`src/rtl/slot_spin_controller.sv`:
```
// Three-reel slot game controller: starts the reels on a spin press, stops them one at a
// time on stop presses or timeout, scores the latched symbols and keeps a saturating balance.
module slot_spin_controller #(
    parameter int         CREDIT_W      = 8,
    parameter int         START_CREDITS = 10,
    parameter int         BET           = 1,
    parameter int         MIN_SPIN      = 16,
    parameter int         AUTO_STOP     = 255,
    parameter logic [3:0] JACKPOT_SYM   = 4'd7
) (
    input  logic                clk,
    input  logic                reset,
    input  logic                spin_req,
    input  logic                stop_req,
    input  logic [3:0]          reel0_num,
    input  logic [3:0]          reel1_num,
    input  logic [3:0]          reel2_num,
    output logic [2:0]          reel_run,
    output logic [3:0]          held0,
    output logic [3:0]          held1,
    output logic [3:0]          held2,
    output logic [1:0]          win_code,
    output logic                result_valid,
    output logic [CREDIT_W-1:0] credits,
    output logic                busy
);

    localparam int CNT_MAX = (MIN_SPIN > AUTO_STOP) ? MIN_SPIN : AUTO_STOP;
    localparam int CNT_W   = $clog2(CNT_MAX + 1);

    localparam logic [CNT_W-1:0]    SPIN_LAST = CNT_W'(MIN_SPIN - 1);
    localparam logic [CNT_W-1:0]    AUTO_LAST = CNT_W'(AUTO_STOP - 1);
    localparam logic [CREDIT_W-1:0] BET_C     = CREDIT_W'(BET);
    localparam logic [CREDIT_W-1:0] START_C   = CREDIT_W'(START_CREDITS);
    localparam logic [CREDIT_W:0]   PAY_JACK  = (CREDIT_W + 1)'(20 * BET);
    localparam logic [CREDIT_W:0]   PAY_TRIP  = (CREDIT_W + 1)'(5 * BET);
    localparam logic [CREDIT_W:0]   PAY_PAIR  = (CREDIT_W + 1)'(2 * BET);

    typedef enum logic [2:0] {
        S_IDLE,
        S_SPIN,
        S_STOP0,
        S_STOP1,
        S_STOP2,
        S_EVAL
    } state_t;

    state_t              state_q;
    logic [CNT_W-1:0]    cnt_q;
    logic                spin_prev_q;
    logic                stop_prev_q;
    logic [2:0]          reel_run_q;
    logic [3:0]          held_q [3];
    logic [1:0]          win_code_q;
    logic                result_valid_q;
    logic [CREDIT_W-1:0] credits_q;

    logic [3:0]          reel_num [3];
    logic                spin_edge;
    logic                stop_edge;
    logic [1:0]          stop_idx_d;
    state_t              stop_next_d;
    logic [1:0]          win_d;
    logic [CREDIT_W:0]   payout_d;
    logic [CREDIT_W:0]   sum_d;
    logic [CREDIT_W-1:0] credits_d;
    logic                triple_d;
    logic                pair_d;

    assign reel_num[0] = reel0_num;
    assign reel_num[1] = reel1_num;
    assign reel_num[2] = reel2_num;

    assign spin_edge = spin_req & ~spin_prev_q;
    assign stop_edge = stop_req & ~stop_prev_q;

    always_comb begin
        stop_idx_d  = 2'd2;
        stop_next_d = S_EVAL;
        case (state_q)
            S_STOP0: begin
                stop_idx_d  = 2'd0;
                stop_next_d = S_STOP1;
            end
            S_STOP1: begin
                stop_idx_d  = 2'd1;
                stop_next_d = S_STOP2;
            end
            default: begin
                stop_idx_d  = 2'd2;
                stop_next_d = S_EVAL;
            end
        endcase
    end

    // Scoring uses one extra bit so a large payout clamps at full scale instead of wrapping.
    always_comb begin
        triple_d = (held_q[0] == held_q[1]) && (held_q[1] == held_q[2]);
        pair_d   = (held_q[0] == held_q[1]) || (held_q[1] == held_q[2]) ||
                   (held_q[0] == held_q[2]);
        win_d    = 2'd0;
        payout_d = '0;
        if (triple_d && (held_q[0] == JACKPOT_SYM)) begin
            win_d    = 2'd3;
            payout_d = PAY_JACK;
        end else if (triple_d) begin
            win_d    = 2'd2;
            payout_d = PAY_TRIP;
        end else if (pair_d) begin
            win_d    = 2'd1;
            payout_d = PAY_PAIR;
        end
        sum_d     = {1'b0, credits_q} + payout_d;
        credits_d = sum_d[CREDIT_W] ? '1 : sum_d[CREDIT_W-1:0];
    end

    always_ff @(posedge clk or negedge reset) begin
        if (!reset) begin
            state_q        <= S_IDLE;
            cnt_q          <= '0;
            spin_prev_q    <= 1'b0;
            stop_prev_q    <= 1'b0;
            reel_run_q     <= 3'b000;
            win_code_q     <= 2'd0;
            result_valid_q <= 1'b0;
            credits_q      <= START_C;
            for (int i = 0; i < 3; i++) held_q[i] <= 4'd0;
        end else begin
            spin_prev_q    <= spin_req;
            stop_prev_q    <= stop_req;
            result_valid_q <= 1'b0;
            case (state_q)
                S_IDLE: begin
                    if (spin_edge && (credits_q >= BET_C)) begin
                        credits_q  <= credits_q - BET_C;
                        reel_run_q <= 3'b111;
                        win_code_q <= 2'd0;
                        cnt_q      <= '0;
                        state_q    <= S_SPIN;
                        for (int i = 0; i < 3; i++) held_q[i] <= 4'd0;
                    end
                end
                S_SPIN: begin
                    if (cnt_q == SPIN_LAST) begin
                        cnt_q   <= '0;
                        state_q <= S_STOP0;
                    end else begin
                        cnt_q <= cnt_q + CNT_W'(1);
                    end
                end
                S_STOP0, S_STOP1, S_STOP2: begin
                    // Latch the reel while it is still running so the player sees what was on screen.
                    if (stop_edge || (cnt_q == AUTO_LAST)) begin
                        held_q[stop_idx_d]     <= reel_num[stop_idx_d];
                        reel_run_q[stop_idx_d] <= 1'b0;
                        cnt_q                  <= '0;
                        state_q                <= stop_next_d;
                    end else begin
                        cnt_q <= cnt_q + CNT_W'(1);
                    end
                end
                S_EVAL: begin
                    win_code_q     <= win_d;
                    credits_q      <= credits_d;
                    result_valid_q <= 1'b1;
                    state_q        <= S_IDLE;
                end
                default: state_q <= S_IDLE;
            endcase
        end
    end

    assign reel_run     = reel_run_q;
    assign held0        = held_q[0];
    assign held1        = held_q[1];
    assign held2        = held_q[2];
    assign win_code     = win_code_q;
    assign result_valid = result_valid_q;
    assign credits      = credits_q;
    assign busy         = (state_q != S_IDLE);

endmodule

```
`config.mk`:
```
export PLATFORM = sky130hd
export DESIGN_NAME = slot_spin_controller
export DESIGN_NICKNAME = d
export VERILOG_FILES = /design/src/rtl/slot_spin_controller.sv
export SDC_FILE = /design/constraint.sdc
export NUM_CORES = 1
export LEC_CHECK = 0
export BUFFER_PORTS_ARGS = -buffer_cell sky130_fd_sc_hd__buf_2
export CAP_MARGIN = 5
export CORE_MARGIN = 1.5
export CORE_UTILIZATION = 55
export CTS_BUF_LIST = sky130_fd_sc_hd__clkbuf_16
export CTS_CLUSTER_DIAMETER = 150
export DETAILED_ROUTE_END_ITERATION = 12
export PLACE_DENSITY_LB_ADDON = 0.3
export SYNTH_ARGS = -nofsm -noshare
export SYNTH_HDL_FRONTEND = slang
export SYNTH_SLANG_ARGS = --single-unit
```
`constraint.sdc`:
```
create_clock -name clk -period 3.32 [get_ports clk]
set_input_delay 0.498 -clock clk [delete_from_list [all_inputs] [get_ports clk]]
set_output_delay 0.498 -clock clk [all_outputs]
set_load 0.05 [all_outputs]
```
Yosys cells after proc, flatten, opt, wreduce, memory -nomap -nowiden

Index checks and enable logic that the tools add are counted.
Widths: inputs -> output; s select.

Register bits: 39
Bits of input ports: 16
Output and inout bits: 27

$add $sub $neg: 3
$lt $le $gt $ge: 5
Equal/unequal tests: 14
Multiplexer cells: 36
Bitwise gates (word level): 7
Reductions and logical operators: 18

Operator list:

| kind                | count |
|---|---|
| $mux 8              | 5 |
| $mux 12             | 2 |
| $pmux 12 s2         | 1 |
| $pmux 8 s3          | 1 |
| $mux 3              | 6 |
| $pmux 8 s2          | 1 |
| $bwmux 12           | 1 |
| $eq 4x4->1          | 3 |
| $mux 4              | 3 |
| $pmux 3 s2          | 2 |
| $add 8x9->9         | 1 |
| $pmux 3 s3          | 1 |
| $add 8x1->8 const B | 1 |
| $bmux 4 s2          | 1 |
| $demux 4 s2         | 1 |
| $eq 8x4->1 const B  | 1 |
| $eq 8x8->1 const B  | 1 |
| $ge 8x1->1 const B  | 1 |
| $mux 2              | 4 |
| $pmux 2 s2          | 2 |
| $sub 8x1->8 const B | 1 |
| $eq 3x2->1 const B  | 2 |
| $eq 3x3->1 const B  | 2 |
| $ne 2x2->1 const B  | 3 |
| other kinds (22)    | 36 |

Logic depth before layout (Yosys ltp)

Word-level depth: 10
Gate-level depth with buffers: 13

Least setup slack after synthesis

Ideal clock, no wire load.

Kind: register to register
Start: reg held_q, in the netlist held2[2]
End: reg credits_q[4], in the netlist credits[4]
Arrival time: 2,954 ps
Required time: 3,255 ps
Slack: 301 ps
Cell stages (with the launch flop): 14
Buffers on the path: 1
Period minus slack after synthesis: 3,019 ps
Path through: dfrtp_1 xnor2_1 nand4_1 or2_2 clkbuf_1 nor2_1 ha_1 inv_1 fa_1 nor2b_1 o31a_1 a41o_1 a2bb2oi_1 a21o_1

Cells in the longest elaborated chain, start to end: 9
Elaborated cells on any way between the ends: 12
Classes of those cells: add/sub (1); eq/ne (2); mux (5); reduce/logical (4)

RTL lines:

| item                              | RTL line | source |
|---|---|---|
| from (decl)                       | 53       | `logic [3:0] held_q [3];` |
| from (signal, indexed assignment) | 154      | `held_q[stop_idx_d] <= reel_num[stop_idx_d];` |
| $eq 4x4->1                        | 98, 99   |  |
| $logic_or 1x1->1 (2 in series)    | 99       | `pair_d = (held_q[0] == held_q[1]) \|\| (held_q[1] == held_q[2]) \|\|` |
| $mux 2                            | 109      | `end else if (pair_d) begin` |
| $mux 3                            | 106      | `end else if (triple_d) begin` |
| $mux 5 (*)                        | 103      | `if (triple_d && (held_q[0] == JACKPOT_SYM)) begin` |
| $add 8x9->9 (*)                   | 113      | `sum_d = {1'b0, credits_q} + payout_d;` |
| $mux 8 (*)                        | 114      | `credits_d = sum_d[CREDIT_W] ? '1 : sum_d[CREDIT_W-1:0];` |
| $pmux 8 s2 (*)                    | 132      | `case (state_q)` |
| to (signal assigned)              | 135      | `credits_q <= credits_q - BET_C;` |
| to (signal assigned)              | 164      | `credits_q <= credits_d;` |
| to (decl)                         | 56       | `logic [CREDIT_W-1:0] credits_q;` |

Every way passes the cells marked *; elsewhere a longest branch is shown, timed or not.
A chain may end at the register's enable or synchronous reset.

Worst setup path after layout

Start: reg held_q, in the netlist held0[2]
End: reg credits_q[2], in the netlist credits[2]

Same word-level chain as after synthesis.

==> flow_summary.ini <==
[grt]
grt_pass1_vias = 1861
grt_pass1_wl_mm = 8.873
overflow = 0
grt_max_degree = 40
track_usage = 0.2607
antenna_found_initial = 0

[final_layout]
diodes = 0
regArea_um2 = 978.4
instances_no_fill = 343
multi_input_area_um2 = 1224
fin_nets = 317
drive_gt1_frac = 0.2014
area_growth_pct = 18.49
fillCellCount = 329

[placed_design]
dp_cells = 335
io_buffers = 42
dp_hpwl_mm = 3.723
place_congestion = 0.8826

[synth]
syn_avg_cell_area_um2 = 9.284
synth_common_cells = dfrtp_1 (37), nand2_1 (24), o21ai_0 (24), inv_1 (19), xnor2_1 (16)
syn_inst = 250
seq_area_frac_synth = 0.4216
netlist_top_cells_area = dfrtp_1 (40%), xnor2_1 (6.0%), o21ai_0 (5.2%)
ys.flop_type = dfrtp_1
yosysMostFrequentCell = dfrtp_1
synth_enable_flop_cells = 0
synth.net_count = 275
synth_cell_types = 53
async_reset_ff_frac = 1.000
syn_area_um2 = 2321
ys_ff_latch = 39
synth_top_cell_area_share = 0.3989
yosysWarnings = 0
yosysTopAreaCell = dfrtp_1

[route]
viasPerCell = 5.886
drt_iter0_markers = 112
topRoutingLayerUsed = met4
wl_per_cell_um = 15.71
wl_met2_mm = 2.607
first_pass_iters = 4
post-route-drc-count = 0
wl_met1_mm = 2.419
routed_wl_mm = 5.389
final_antenna_net_count = 0
vias = 2019
wl_met3_um = 251

[timing]
setup_viol = 0
hold_viol_final = 0
tns_ps = 0
report.final.slew_viol_count = 0
max_freq_mhz = 329.1
finClkSkew_ps = 5.317
rsz0062_at_grt = no
worstMarginPinSlew_ps = 864.8
whs_ps = 324.9
fin_crit_sh = 0.9153
layout_min_cycle_time_ps = 3039
relSlewSlack = 0.4235

[floorplan]
die_y_um = 67.96
initial_core_util = 0.5761
num_rows = 23
fp.coreArea_um2 = 4029
die-area_um2 = 4619
ios = 43
die_w_um = 67.96

[cts]
cts_hold_buf = 0
htree_levels = 2
post-cts-setup-buffers = 0
clockRootBuffer = clkbuf_16
cts_tree = built
clk_pin_slew_ps = 60
numCtsBuffers = 5
clkLatencyLatePin_ps = 280
cts.sinks = 39
clockBufferDepth = 2
cts_resized = 0

[pwr]
p_total_w = 0.002139
ir_worst_vdd_v = 0.0004249
leakage_nw = 1.367
power_density_nw_per_um2 = 777.9

[worst_setup_path]
r2r_start = held0[2]
timing.rr.end = credits[2]
cp.arrival_ps = 3230
path_class = reg2reg
end_kind = flop
r2r_setup_slack_ps = 280
r2r_cells = 12
crit_path_max_fanout = 8
worst_ep_required_time_ps = 3510
crit_path_start = held0[2]
critPathLaunchType = flop

[worst_hold_path]
min_path_type = in2async

[outcome]
status = completed

[run]
maxCapViolations = 0
worst max-delay path by stage:
stage                  to  slack (ps)  cells past startpoint
6_report       credits[2]         280                     12
3_3_place_gp   credits[4]         520                     12
4_1_cts        credits[2]         280                     12
5_1_grt        credits[3]          50                     12
3_5_place_dp   credits[2]         330                     12
2_1_floorplan  credits[4]         300                     13
per-layer routing:
layer | GRT usage | vias up
met4 | 0.09750 | 0
met2 | 0.4260 | 49
li1 | - | 985
met5 | 0 | -
met1 | 0.3362 | 975
met3 | 0.06086 | 10
per-stage QoR:
step | cell area, µm² | utilization | setup slack, ps
CTS | 2750 | 0.6826 | 284.9
finish | 2750 | 0.6826 | 281.2
global placement | 2557 | 0.6348 | 517.5
floorplan | 2321 | - | 300.7
detailed placement | 2557 | 0.6348 | 334.2
global route | 2750 | 0.6826 | 54.04
registers in the layout (all words and copies together) (netlist names), 2 cells and up:
register and count:
held2 4, state_q 3, cnt_q 8, reel_run 3, held1 4, win_code 2, held0 4, credits 8
final cells by class:
cell class | count | area share
inverter | 20 | 0.02730
clock inverter | 3 | 0.02457
clock buffer | 5 | 0.04550
tap | 50 | 0.02275
multi-input combinational | 183 | 0.4449
sequential | 39 | 0.3558
timing repair buffer | 43 | 0.07916
cell usage in the layout, fill, tap and decap left out, types with 3 or more instances in the layout:
| cell type | synthesis | final |
|---|---|---|
| a21o_1 | 8 | 8 |
| a21oi_1 | 5 | 5 |
| a22o_1 | 5 | 5 |
| a41o_1 | 3 | 3 |
| and3_1 | 3 | 3 |
| buf_2 | 5 | 42 |
| clkbuf_16 | 0 | 5 |
| dfrtp_1 | 37 | 37 |
| ha_1 | 8 | 8 |
| inv_1 | 19 | 19 |
| mux2i_1 | 3 | 3 |
| nand2_1 | 24 | 24 |
| nand3_1 | 14 | 14 |
| nand4_1 | 12 | 12 |
| nor2_1 | 14 | 14 |
| nor2b_1 | 5 | 5 |
| o21ai_0 | 24 | 24 |
| xnor2_1 | 16 | 16 |
power breakdown:
group	switching (W)	internal (W)	total, W
clock network	0.000194	0.000430	0.000625
registers	0.000120	0.000551	0.000671
logic	0.000561	0.000282	0.000843
critical path, cell delays in order, from the launching register on:
cell	delay, ps
dfrtp_1	440
xnor2_1	190
nand4_1	130
or2_2	350
nor2_1	130
ha_1	190
inv_1	70
fa_1	410
nor2b_1	160
o31a_1	230
a41o_1	340
nor2_1	80
o211ai_1	210
kinds of logic (layout without fill, tap and decap cells):
logic type               after synthesis  after routing  share of synthesized area
XOR/XNOR                              16             16                    0.06038
adder cells (fa/ha/maj)                9              9                    0.05175
buffers and inverters                 28             71                    0.05121
flip-flops                            39             39                     0.4216
AND/OR/NAND/NOR                       90             90                     0.2076
multiplexers                           3              3                    0.01294
AO/OA/AOI/OAI                         65             65                     0.1946
Power figures use the tool's default switching activity.
